==> src/rtl/vga_timing_pkg.sv <==
// Shared VGA timing constant sets and small elaboration helpers for the raster
// timing generator.
package vga_timing_pkg;

    typedef struct packed {
        int unsigned h_active;
        int unsigned h_fporch;
        int unsigned h_pulse;
        int unsigned h_bporch;
        int unsigned v_active;
        int unsigned v_fporch;
        int unsigned v_pulse;
        int unsigned v_bporch;
    } vga_timing_t;

    localparam vga_timing_t VGA_1600x1200_60 = '{
        h_active: 1600, h_fporch: 64, h_pulse: 192, h_bporch: 304,
        v_active: 1200, v_fporch: 1,  v_pulse: 3,   v_bporch: 46
    };

    localparam vga_timing_t VGA_1024x768_60 = '{
        h_active: 1024, h_fporch: 24, h_pulse: 136, h_bporch: 160,
        v_active: 768,  v_fporch: 3,  v_pulse: 6,   v_bporch: 29
    };

    function automatic int unsigned max_u(input int unsigned a, input int unsigned b);
        return (a > b) ? a : b;
    endfunction

endpackage

==> src/rtl/vga_delay_line.sv <==
// CE-qualified shift register with synchronous reset value; DEPTH=0 collapses
// to a wire so callers can parametrise latency down to nothing.
module vga_delay_line #(
    parameter int               WIDTH     = 1,
    parameter int               DEPTH     = 0,
    parameter logic [WIDTH-1:0] RESET_VAL = '0
) (
    input  logic             clk,
    input  logic             rst,
    input  logic             ce,
    input  logic [WIDTH-1:0] din,
    output logic [WIDTH-1:0] dout
);

    if (DEPTH == 0) begin : g_pass
        logic unused_ctrl;
        assign unused_ctrl = ^{clk, rst, ce};
        assign dout        = din;
    end else begin : g_shift
        logic [WIDTH-1:0] stages [DEPTH];

        always_ff @(posedge clk) begin
            if (rst) begin
                for (int i = 0; i < DEPTH; i++) stages[i] <= RESET_VAL;
            end else if (ce) begin
                stages[0] <= din;
                for (int i = 1; i < DEPTH; i++) stages[i] <= stages[i-1];
            end
        end

        assign dout = stages[DEPTH-1];
    end

endmodule

==> src/rtl/vga_timing_gen.sv <==
// VGA raster timing generator: pixel/line counters, sync and active decode with
// configurable output lag, and undelayed line/frame strobes.
module vga_timing_gen
    import vga_timing_pkg::*;
#(
    parameter int H_ACTIVE = VGA_1600x1200_60.h_active,
    parameter int H_FPORCH = VGA_1600x1200_60.h_fporch,
    parameter int H_PULSE  = VGA_1600x1200_60.h_pulse,
    parameter int H_BPORCH = VGA_1600x1200_60.h_bporch,
    parameter int V_ACTIVE = VGA_1600x1200_60.v_active,
    parameter int V_FPORCH = VGA_1600x1200_60.v_fporch,
    parameter int V_PULSE  = VGA_1600x1200_60.v_pulse,
    parameter int V_BPORCH = VGA_1600x1200_60.v_bporch,
    parameter bit H_POL    = 1'b1,
    parameter bit V_POL    = 1'b1,
    parameter int DELAY    = 0,
    parameter int CW       = 13
) (
    input  logic          CLK,
    input  logic          RST,
    input  logic          CE,
    output logic          HSYNC,
    output logic          VSYNC,
    output logic          ACTIVE,
    output logic          LINE_START,
    output logic          FRAME_START,
    output logic [CW-1:0] h,
    output logic [CW-1:0] v
);

    localparam int H_TOTAL = H_ACTIVE + H_FPORCH + H_PULSE + H_BPORCH;
    localparam int V_TOTAL = V_ACTIVE + V_FPORCH + V_PULSE + V_BPORCH;

    if ((64'd1 << CW) <= 64'(max_u(H_TOTAL, V_TOTAL))) begin : g_cw_check
        $error("vga_timing_gen: CW too narrow for the configured totals");
    end
    if (DELAY < 0 || DELAY > 15) begin : g_delay_check
        $error("vga_timing_gen: DELAY must be within 0..15");
    end

    localparam logic [CW-1:0] H_LAST   = CW'(H_TOTAL - 1);
    localparam logic [CW-1:0] V_LAST   = CW'(V_TOTAL - 1);
    localparam logic [CW-1:0] H_VIS    = CW'(H_ACTIVE);
    localparam logic [CW-1:0] V_VIS    = CW'(V_ACTIVE);
    localparam logic [CW-1:0] HS_FIRST = CW'(H_ACTIVE + H_FPORCH);
    localparam logic [CW-1:0] HS_LAST  = CW'(H_ACTIVE + H_FPORCH + H_PULSE - 1);
    localparam logic [CW-1:0] VS_FIRST = CW'(V_ACTIVE + V_FPORCH);
    localparam logic [CW-1:0] VS_LAST  = CW'(V_ACTIVE + V_FPORCH + V_PULSE - 1);

    logic [CW-1:0] h_cnt;
    logic [CW-1:0] v_cnt;
    logic          h_last;
    logic          v_last;
    logic          line_start_q;
    logic          frame_start_q;
    // Bit order {hs, vs, act}, all in asserted-high sense; polarity is applied at the pins.
    logic [2:0]    raw;
    logic [2:0]    raw_q;
    logic [2:0]    raw_d;

    assign h_last = (h_cnt == H_LAST);
    assign v_last = (v_cnt == V_LAST);

    always_comb begin
        raw    = 3'b000;
        raw[2] = (h_cnt >= HS_FIRST) && (h_cnt <= HS_LAST);
        raw[1] = (v_cnt >= VS_FIRST) && (v_cnt <= VS_LAST);
        raw[0] = (h_cnt < H_VIS) && (v_cnt < V_VIS);
    end

    always_ff @(posedge CLK) begin
        if (RST) begin
            h_cnt         <= '0;
            v_cnt         <= '0;
            line_start_q  <= 1'b0;
            frame_start_q <= 1'b0;
            raw_q         <= 3'b000;
        end else begin
            line_start_q  <= CE && h_last;
            frame_start_q <= CE && h_last && v_last;
            if (CE) begin
                raw_q <= raw;
                h_cnt <= h_last ? '0 : h_cnt + 1'b1;
                if (h_last) v_cnt <= v_last ? '0 : v_cnt + 1'b1;
            end
        end
    end

    vga_delay_line #(
        .WIDTH     (3),
        .DEPTH     (DELAY),
        .RESET_VAL (3'b000)
    ) u_delay (
        .clk  (CLK),
        .rst  (RST),
        .ce   (CE),
        .din  (raw_q),
        .dout (raw_d)
    );

    assign HSYNC       = raw_d[2] ? H_POL : ~H_POL;
    assign VSYNC       = raw_d[1] ? V_POL : ~V_POL;
    assign ACTIVE      = raw_d[0];
    assign LINE_START  = line_start_q;
    assign FRAME_START = frame_start_q;
    assign h           = h_cnt;
    assign v           = v_cnt;

endmodule

==> config.mk <==
export PLATFORM = sky130hd
export DESIGN_NAME = vga_timing_gen
export DESIGN_NICKNAME = d
export VERILOG_FILES = /design/src/rtl/vga_timing_pkg.sv /design/src/rtl/vga_delay_line.sv /design/src/rtl/vga_timing_gen.sv
export SDC_FILE = /design/constraint.sdc
export NUM_CORES = 1
export LEC_CHECK = 0
export CAP_MARGIN = 5
export CORE_MARGIN = 3
export CORE_UTILIZATION = 47
export DETAILED_ROUTE_END_ITERATION = 12
export GPL_TIMING_DRIVEN = 0
export HOLD_SLACK_MARGIN = 0.05
export PLACE_DENSITY = 0.82
export SLEW_MARGIN = 20
export SYNTH_ARGS = -nofsm -noshare
export SYNTH_HDL_FRONTEND = slang
export SYNTH_SLANG_ARGS = --single-unit
==> constraint.sdc <==
create_clock -name CLK -period 1.9 [get_ports CLK]
set_input_delay 0.38 -clock CLK [delete_from_list [all_inputs] [get_ports CLK]]
set_output_delay 0.38 -clock CLK [all_outputs]
set_load 0.005 [all_outputs]
Yosys cells after proc, flatten, opt, wreduce, memory -nomap -nowiden
Cells that the tools add are included.
Widths: inputs -> output; s select.
{ "op_classes": {"n_addsub": 2, "reduce_logical": 6, "order_cmp": 6, "n_eq_ne": 2, "mux": 4} }
{ "ops": {"columns": ["cell", "count"], "rows": [
  ["$add 13x1->13 const B", 2],
  ["$ge 13x11->1 const B", 2],
  ["$le 13x11->1 const B", 2],
  ["$lt 13x11->1 const B", 2],
  ["$mux 13", 2],
  ["$eq 13x11->1 const B", 1],
  ["$eq 13x12->1 const B", 1],
  ["$logic_and 1x1->1", 5],
  ["$mux 1", 2],
  ["$reduce_and 2->1", 1]
]} }
{ "word_totals": {"word_cells": 25, "in_bits": 3, "regBits": 31, "out_inout_bits": 31} }

Longest topological paths before layout
Gate-level depths: netlist (run 1).
{ "logic_depth": {"ltp_word": 3, "mapped_depth": 8, "depth_no_buf": 6} }

Cells and area by module
From an unflattened synthesis (run 1), not the netlist that was laid out.
{ "unflattened": {"cells_unflattened": 195, "hier_area_um2": 1645.3} }
{ "modules_own_cells": {"columns": ["module", "area_each_um2", "seq_area_each_um2", "n_inst", "cells_per_inst"], "rows": [
  ["vga_timing_gen", 1622.8, 620.6, 1, 192],
  ["vga_delay_line", 22.5, 0.0, 1, 3]
]} }

Least setup slack after synthesis (run 1)
Ideal clock, no wire load.
{ "synth_path": {"kind": "reg-to-reg", "start": "register h_cnt[0], in the netlist h[0]", "end": "register v_cnt[12], in the netlist v[12]", "n_path_buf": 1, "period_less_slack_ns": 1.737, "path_stages_with_launch": 7, "slack_ns": 0.163, "setup_time_ns": 0.070, "t_arrival_ns": 1.667, "required_ns": 1.830, "path_cell_list": "dfxtp_1 ha_1 and4_1 buf_4 nand4_4 or4_1 a21oi_1"} }
{ "synth_between": {"elab_chain_cells": 2} }
{ "synth_lines": {"columns": ["item", "line_no", "rtl"], "rows": [
  ["start: declaration", "vga_timing_gen.sv:50", "logic [CW-1:0] h_cnt;"],
  ["start signal: assignment", "vga_timing_gen.sv:83", "h_cnt <= h_last ? '0 : h_cnt + 1'b1;"],
  ["$eq 13x12->1", "vga_timing_gen.sv:61", "assign h_last = (h_cnt == H_LAST);"],
  ["$reduce_and 2->1 (no source line)", null, null],
  ["end signal: assignment", "vga_timing_gen.sv:84", "if (h_last) v_cnt <= v_last ? '0 : v_cnt + 1'b1;"],
  ["end: declaration", "vga_timing_gen.sv:51", "logic [CW-1:0] v_cnt;"]
]} }
No other way between the ends.
A chain may end at the register's enable or synchronous reset.

Final worst setup path (run 1)
{ "layout_path": {"start": "register v_cnt[1], in the netlist v[1]", "end": "register v_cnt[2], in the netlist v[2]"} }
{ "layout_between": {"elab_chain_cells": 2, "elab_cells_between_ends": 3, "classes_between": "1 x add/sub; 1 x eq/ne; 1 x mux"} }
{ "layout_lines": {"columns": ["item", "line_no"], "rows": [
  ["$add 13x1->13 or $eq 13x11->1 (tied branches)", "vga_timing_gen.sv:84, vga_timing_gen.sv:62"],
  ["$mux 13 (*)", "vga_timing_gen.sv:84"]
]} }
Every way passes the cells marked *; elsewhere a longest branch is shown, timed or not.

==> flow_metrics.tcl, run 1 <==
set metrics [dict create \
    outcome "finished clean" \
    initial_core_util_pct 51.1 \
    die_area_um2 4190 \
    yosysSeqAreaShare_pct 38.2 \
    grt_pass1_wl_mm 6.34 \
    clock.fmax_ghz 0.553 \
    crit_type "reg2reg" \
    post-place-ws_ns -0.209 \
    grt_pass1_vias 1396 \
    relSlewSlack_pct 72.4 \
    postLayoutSetupSlackWorst_ns 0.0912 \
    synthMostInstantiatedCell "dfxtp_1" \
    io_buffers 33 \
    worstSkewPairLatency_ns 0.33 \
    yosys.area_share.xor_xnor_pct 5.40 \
    vias_per_cell 5.56 \
    wl_mm 3.70 \
    fin_skew_ns 0.00837 \
    drcViolationCount 0 \
    synth_largest_area_cell "dfxtp_1" \
    final-setup-viol-count 0 \
    num_rows 20 \
    setup_tns_ns 0 \
    synthToLayoutAreaGrowth_pct 29.3 \
    cts_tree "yes" \
    synthFlopType "dfxtp_1" \
    core_area_um2 3180 \
    die_x_um 64.8 \
    cts_buffers 5 \
    grt_start_max_net_pins 12 \
    end_kind "flop" \
    drive_above_1_share_pct 12.4 \
    worstMarginPinSlew_ns 0.410 \
    synth-async-reset-ratio_pct 0 \
    grt-ovfl-total 0 \
    drt_iter0_drc 84 \
    finalMaxSlewViolations 0 \
    wl_per_cell_um 13.4 \
    synth_top_family_by_area "simple AND/OR/NAND/NOR gates" \
    synth_edf_count 0 \
    dp_hpwl_mm 2.74 \
    synth.top_cell.area_share_pct 38.2 \
    synth_adder_area_share_pct 3.08 \
    yosysWarnings 0 \
    clk_pin_slew_ns 0.09 \
    syn-num-nets 199 \
    die_h_um 64.8 \
    ys_ff_latch 31 \
    ys_top_cells_by_count "dfxtp_1, nor2_1, a21oi_1" \
    post_synth_and_or_nand_nor_area_fraction_pct 34.1 \
    antenna_found_initial 0 \
    post-place-cells 269 \
    p_total_mw 1.05 \
    reg2reg_slack_ns 0.09 \
    yosys-mux-area-fraction_pct 0.617 \
    critPathArrivalTime_ns 2.03 \
    ios 34 \
    syn_inst 192 \
    cts_root_buf "clkbuf_4" \
    ys_types 44 \
    num-nets-final 241 \
    hp-class "reg2reg" \
    ctsHtreeMaxLevel 2 \
    synth_area_per_cell_um2 8.45 \
    ant_nets 0 \
    cap_violations 0 \
    worst_setup_path_start_kind "flop" \
    cp_max_fo 10 \
    p_leak_nw 0.696 \
    fillers 296 \
    worstPathRequired_ns 2.12 \
    vias 1541 \
    layout.cells.non_filler 277 \
    cts.path.max_buffers 2 \
    clock_sinks 31 \
    synth.top_cells.by_area "dfxtp_1, a21oi_1, nor2_1" \
    syn_area_um2 1620 \
    hold_viol 0 \
    p_per_area_nw_per_um2 501 \
    fin_util_pct 66.0 \
    layout_min_cycle_time_ns 1.81 \
    vdd_drop_max_mv 0.292 \
    antenna_cells 0 \
    period_share_pct 95.2 \
    gp_congestion 0.866 \
    dr.pass1.iters 4 \
    grt.total_usage_pct 19.1 \
    synth_compound_area_share_pct 13.9 \
]
[sequential cells by signal, summed over array words and instances (netlist names)]
name,cells
h,13
v,13
raw_q,3
FRAME_START,1
LINE_START,1
[stage by stage]
step                      cell area [µm²]  hold WS [ns]
after CTS                            2060         0.492
after global placement               2010         0.482
final                                2100         0.492
after global routing                 2100         0.536
after detailed placement             2010         0.471
after floorplan                      1620         0.449
[worst max-delay path, stage by stage (launching register included)]
cell and delay, ns:
dfxtp_1 0.34, clkbuf_1 0.19, inv_1 0.09, ha_1 0.16, and4b_1 0.20, nand4_1 0.21
o21ai_2 0.24, clkbuf_4 0.23, a21oi_1 0.05
[final cells by class]
type | count | area [µm²] | share of cell area [%]
buffer | 8 | 53.8 | 2.56
clock buffer | 6 | 41.3 | 1.97
inverter | 9 | 33.8 | 1.61
multi-input combinational | 144 | 940 | 44.8
sequential | 31 | 629 | 30.0
tap | 44 | 55.1 | 2.62
timing repair buffer | 35 | 345 | 16.5
[metal layers]
layer	wire length (µm)	vias up	global-route usage (%)	share of wire [%]
met5	0	-	0	0
met4	44	0	7.92	1.2
met3	170	6	4.68	4.6
met2	1690	33	28.7	46
met1	1800	720	25.9	49
li1	-	782	-	-
[layout by cell type (no fill, tap or decap), drive strengths merged, types with 2 or more instances in the layout]
master         synthesis  layout
o21ai                 10      10
xnor2                  5       5
buf                    6       7
nand4                 11      11
and4                   4       4
nor3                   4       4
xor2                   5       5
clkbuf                 2       9
or3                   10      10
o31ai                  3       3
nand2                 13      13
and3                   4       4
ha                     4       4
dfxtp                 31      31
nand3                 11      11
nor4bb                 3       3
inv                    9       9
nand2b                 2       2
a21oi                 16      16
nor2                  17      17
a211o                  2       2
or4                    3       3
clkdlybuf4s50          0      33
[timing repair]
| action | in CTS | in global routing |
|---|---|---|
| cloned | 0 | 0 |
| resized for setup | 3 | 13 |
| setup endpoints to repair | 11 | 21 |
| hold buffers | 0 | 0 |
| buffers inserted | 1 | 1 |
| pin swaps | 1 | 4 |
[path summary, 6_finish.rpt]
check | from | end | depth (start not counted)
worst min register to register | raw_q[0] | raw_q[0] | 2
worst max-delay path | v[1] | v[2] | 8
worst min-delay path | raw_q[0] | raw_q[0] | 2
worst max register to register | v[1] | v[2] | 8
[power by group]
| group | internal, mW | switching, mW |
|---|---|---|
| Combinational | 0.0286 | 0.0274 |
| Sequential | 0.655 | 0.00641 |
| Clock | 0.131 | 0.203 |
[cells by family after synthesis]
logic type / after synthesis
AO/OA/AOI/OAI: 38
adder cells (fa/ha/maj): 4
flip-flops: 31
multiplexers: 1
AND/OR/NAND/NOR: 91
buffers and inverters: 17
XOR/XNOR: 10
Power figures use the tool's default switching activity.
==> run 2: changes to the inputs <==
- ABC_AREA: not set -> 1
- GPL_TIMING_DRIVEN: 0 -> not set
- PLACE_DENSITY: 0.82 -> 0.81
- SKIP_CTS_REPAIR_TIMING: not set -> 1
==> run 2 against run 1 <==
Net effect:
- clock skew down 0.0045 ns
- area after synthesis is 14% higher
- wire length rose by 28%
- power grew 24%
- hold slack got worse by 0.024 ns
- core utilization fell by 2.5 points
- largest cell class unchanged
==> flow_metrics.tcl, run 2 <==
set metrics [dict create \
    gp_congestion 0.907 \
    synth_edf_count 0 \
    final_cell_mix "nand2_1, nor2_1, inv_1" \
    synth.top_cell.area_share_pct 33.6 \
    synth_largest_area_cell "dfxtp_1" \
    dr.pass1.iters 5 \
    synthFlopType "dfxtp_1" \
    initial_core_util_pct 49.8 \
    layout_min_cycle_time_ns 1.75 \
    synth_area_per_cell_um2 6.51 \
    drive_above_1_share_pct 11.3 \
    worstMarginPinSlew_ns 0.419 \
    clock.fmax_ghz 0.571 \
    p_leak_nw 0.999 \
    final_area_um2 2360 \
    hp-class "reg2reg" \
    clk_pin_slew_ns 0.07 \
    antenna_found_initial 0 \
    fin_util_pct 63.5 \
    ys_ff_latch 31 \
    r2r_start "h[0]" \
    synthToLayoutAreaGrowth_pct 27.6 \
    grt_pass1_wl_mm 7.95 \
    placed_cell_area_um2 2260 \
    cts_buffers 5 \
    grt.total_usage_pct 22.5 \
    num_rows 22 \
    fillers 382 \
    vias 1930 \
    vias_per_cell 5.13 \
    worst_setup_path_start_kind "flop" \
    ys_types 34 \
    ant_nets 0 \
    grt_pass1_vias 1770 \
    dp_hpwl_mm 3.55 \
    syn_inst 284 \
    synthMostInstantiatedCell "nand2_1" \
    cap_violations 0 \
    io_buffers 33 \
    clock_sinks 31 \
    cpPeakStageDelay_ns 0.57 \
    syn-num-nets 291 \
    postLayoutSetupSlackWorst_ns 0.149 \
    relSlewSlack_pct 71.9 \
    ys_top_cells_by_count "nand2_1, nor2_1, inv_1" \
    yosys-mux-area-fraction_pct 0 \
    synth.top_cells.by_area "dfxtp_1, nand2_1, nor2_1" \
    post-place-ws_ns -0.0479 \
    ios 34 \
    synth_compound_area_share_pct 10.3 \
    synth_adder_area_share_pct 2.71 \
    crit_start "h[8]" \
    crit_type "reg2out" \
    outcome "finished clean" \
    wl_per_cell_um 12.7 \
    cp_max_fo 9 \
    final-setup-viol-count 0 \
    fin_skew_ns 0.00389 \
    worstSkewPairLatency_ns 0.28 \
    period_share_pct 92.2 \
    critical-path-top-delay-family "buffers and inverters" \
    multi_input_area_um2 1020 \
    wl_mm 4.76 \
    die_h_um 68.7 \
    drcViolationCount 0 \
    min_from "raw_q[2]" \
    path_cells "clkdlybuf4s50_1" \
    cts.path.max_buffers 2 \
    die_x_um 68.7 \
    synth-async-reset-ratio_pct 0 \
    core_area_um2 3720 \
    ff_latch_area_um2 621 \
    ctsHtreeMaxLevel 2 \
    critPathArrivalTime_ns 1.37 \
    num-nets-final 334 \
    antenna_cells 0 \
    grt-ovfl-total 0 \
    finalMaxSlewViolations 0 \
    drt_iter0_drc 144 \
    layout_commonest_cell "nand2_1" \
    synth_top_family_by_area "simple AND/OR/NAND/NOR gates" \
    vdd_drop_max_mv 0.457 \
    worstPathRequired_ns 1.52 \
    path_buf_inv 1 \
    cts_root_buf "clkbuf_8" \
    yosysSeqAreaShare_pct 33.6 \
    slowest_stage "clkdlybuf4s50_1" \
    grt_start_max_net_pins 18 \
    hold_slack_ns 0.468 \
    grt_setup_unrepaired "no" \
    p_per_area_nw_per_um2 554 \
    yosysWarnings 0 \
    hold_viol 0 \
    post_synth_and_or_nand_nor_area_fraction_pct 41.6 \
    die_area_um2 4720 \
    syn_area_um2 1850 \
    cts_tree "yes" \
    yosys.area_share.xor_xnor_pct 0.474 \
    end_kind "primary output" \
]
==> run 2: changes by cell type after synthesis, moves of 7 or more <==
cell	delta
nand3_1	+9
or3_1	-8
nor2_1	+22
nand2_1	+58
inv_1	+26
inv_2	+7
==> run 2: cell type report <==
cell class                      instances  share of cell area (%)
Multi-Input combinational cell        204                    43.2
Timing Repair Buffer                   41                    16.5
Inverter                               44                    7.21
Clock buffer                            8                    4.24
Sequential cell                        31                    26.3
Tap cell                               48                    2.55
==> run 2: path summary, 6_finish.rpt <==
path,end,slack (ns),depth (start not counted)
worst max register to register,v[1],0.25,9
worst min-delay path,raw_q[2],0.47,2
worst min register to register,raw_q[2],0.47,2
worst max-delay path,h[8],0.15,1
==> run 2: tightest hold or removal path, stage by stage, from the launching register on <==
cell and delay [ns]:
dfxtp_1 0.31, nand2_1 0.06, a21oi_1 0.06
==> run 2: logic make-up after synthesis <==
logic type	Yosys count
compound gates	33
xor+xnor	1
fa+ha+maj	4
buf+inv	49
flops	31
simple gates	166
==> run 2: per-stage QoR <==
stage / instances / total power, mW / setup TNS (ns)
finish: 376 / 1.31 / 0
global route: 376 / 1.34 / 0
global placement: 368 / 0.741 / 0
floorplan: 284 / 0.713 / 0
detailed placement: 368 / 0.742 / -0.0607
CTS: 376 / 1.31 / 0
==> run 2: where the power goes <==
group          internal (mW)  switching, mW  leakage [nW]  total (mW)
Combinational         0.0311         0.0356         0.697      0.0667
Clock                  0.330          0.248        0.0515       0.578
Sequential             0.656        0.00546         0.251       0.662
==> run 2: layer usage <==
layer / track usage, % / part of all wire (%) / vias to the layer above / wire length (µm)
li1: - / - / 995 / -
met4: 9.25 / 1.4 / 0 / 68
met1: 32.2 / 48 / 851 / 2300
met2: 32.9 / 44 / 79 / 2070
met5: 0 / 0 / - / 0
met3: 4.05 / 6.7 / 5 / 321
==> run 3: changes to the inputs <==
- CTS_CLUSTER_SIZE: not set -> 30
- clock period: 1.9 -> 1.73 ns (I/O delays scaled with it)
==> run 3 against run 2 <==
Net effect:
- global-route usage shrank 0.13 points
- worst setup slack lost 0.090 ns
- largest cell class unchanged
- highest routed layer unchanged
- combinational power increased by 12%
- clock skew rose by 0.00097 ns
==> flow_metrics.tcl, run 3 (synthesis gave the netlist of run 2 again) <==
set metrics [dict create \
    drcViolationCount 0 \
    end_kind "primary output" \
    p_per_area_nw_per_um2 582 \
    slowest_stage "clkdlybuf4s50_1" \
    die_area_um2 4720 \
    vias 1949 \
    worstSkewPairLatency_ns 0.28 \
    clock_sinks 31 \
    postLayoutSetupSlackWorst_ns 0.0584 \
    grt_setup_unrepaired "no" \
    placed_cell_area_um2 2270 \
    layout_min_cycle_time_ns 1.67 \
    layout_commonest_cell "nand2_1" \
    switching_share_pct 22.8 \
    crit_type "reg2out" \
    p_int_mw 1.07 \
    p_seq_share_pct 52.6 \
    final-setup-viol-count 0 \
    hold_end "raw_q[2]" \
    p_comb_share_pct 5.4 \
    ios 34 \
    grt_pass1_vias 1754 \
    num-nets-final 336 \
    switching_power_uw 315 \
    outcome "finished clean" \
    period_share_pct 96.6 \
    wl_per_cell_um 12.2 \
    reg2reg_slack_ns 0.15 \
    worstPathRequired_ns 1.38 \
    relSlewSlack_pct 72.6 \
    r2r_start "v[10]" \
    drt_iter0_drc 127 \
    fin_skew_ns 0.00486 \
    gp_congestion 0.916 \
    dr.pass1.iters 5 \
    grt-ovfl-total 0 \
    reg2reg_to "v[9]" \
    setup_tns_ns 0 \
    final_area_um2 2380 \
    antenna_found_initial 0 \
    critPathArrivalTime_ns 1.33 \
    cp_max_fo 7 \
    cts.path.max_buffers 2 \
    holdPathStages 2 \
    cts_root_buf "clkbuf_8" \
    ant_nets 0 \
    antenna_cells 0 \
    fillers 355 \
    worstMarginPinSlew_ns 0.410 \
    path_cells "clkdlybuf4s50_1" \
    initial_core_util_pct 49.8 \
    grt_pass1_wl_mm 7.98 \
    p_clk_share_pct 42.0 \
    grt_start_max_net_pins 18 \
    critical-path-top-delay-family "buffers and inverters" \
    clock.fmax_ghz 0.598 \
    cpPeakStageDelay_ns 0.57 \
    cap_violations 0 \
    ctsHtreeMaxLevel 2 \
    p_leak_nw 1.02 \
    vdd_drop_max_mv 0.594 \
    reg2reg_depth 7 \
    final_cell_mix "nand2_1, nor2_1, inv_1" \
    worst_setup_path_start_kind "flop" \
    wl_mm 4.59 \
    post-place-ws_ns -0.122 \
    min_from "raw_q[2]" \
    io_buffers 33 \
    drive_above_1_share_pct 13.4 \
    dp_hpwl_mm 3.47 \
    grt.total_usage_pct 22.4 \
    num_rows 22 \
    die_h_um 68.7 \
    clk_pin_slew_ns 0.07 \
    vias_per_cell 5.17 \
    cts_buffers 5 \
    path_buf_inv 1 \
    core_area_um2 3720 \
    synthToLayoutAreaGrowth_pct 28.6 \
    finalMaxSlewViolations 0 \
    hp-class "reg2reg" \
    cts_tree "yes" \
    die_x_um 68.7 \
    hold_viol 0 \
]
==> run 3: final cells by class <==
class                           instances  area, µm²  area share (%)
Clock buffer                            6       82.6            3.47
Clock inverter                          1       5.00           0.211
Tap cell                               48       60.1            2.53
Inverter                               44        170            7.16
Timing Repair Buffer                   43        405            17.1
Multi-Input combinational cell        204       1030            43.3
Sequential cell                        31        624            26.3
==> run 3: worst max path at each step <==
stage | startpoint | slack, ns | end | cells after the start
floorplan | h[0] | 0.29 | v[9] | 9
global placement | CE | -0.09 | v[1] | 9
detailed placement | CE | -0.12 | v[11] | 8
CTS | h[8] | 0.01 | h[8] | 1
global route | v[1] | 0.005 | v[10] | 7
finish | h[7] | 0.06 | h[7] | 1
==> run 3: layer usage <==
| metal | GRT usage, % | vias to the layer above | part of all wire, % |
|---|---|---|---|
| met5 | 0 | - | 0 |
| met4 | 8.76 | 0 | 1.8 |
| met3 | 5.35 | 10 | 6.5 |
| met2 | 31.7 | 66 | 43 |
| met1 | 32.2 | 877 | 49 |
| li1 | - | 996 | - |
==> run 3: through the flow <==
| stage | util, % | power, mW | instances | hold WS (ns) |
|---|---|---|---|---|
| floorplan | - | 0.783 | 284 | 0.460 |
| global placement | 61.2 | 0.815 | 370 | 0.453 |
| detailed placement | 61.2 | 0.817 | 370 | 0.460 |
| CTS | 63.6 | 1.39 | 377 | 0.474 |
| global route | 64.0 | 1.44 | 377 | 0.493 |
| finish | 64.0 | 1.38 | 377 | 0.470 |
==> run 3: power by group through the flow <==
stage | clock network, mW | logic [mW] | registers [mW]
floorplan | 0 | 0.0405 | 0.742
global route | 0.624 | 0.0837 | 0.727
detailed placement | 0 | 0.0743 | 0.743
CTS | 0.593 | 0.0747 | 0.727
finish | 0.581 | 0.0746 | 0.727
global placement | 0 | 0.0724 | 0.743
==> run 3: tightest hold or removal path, cell delays in order (launching register included) <==
cell and delay [ns]:
dfxtp_1 0.31, nand2_1 0.06, a21oi_1 0.06
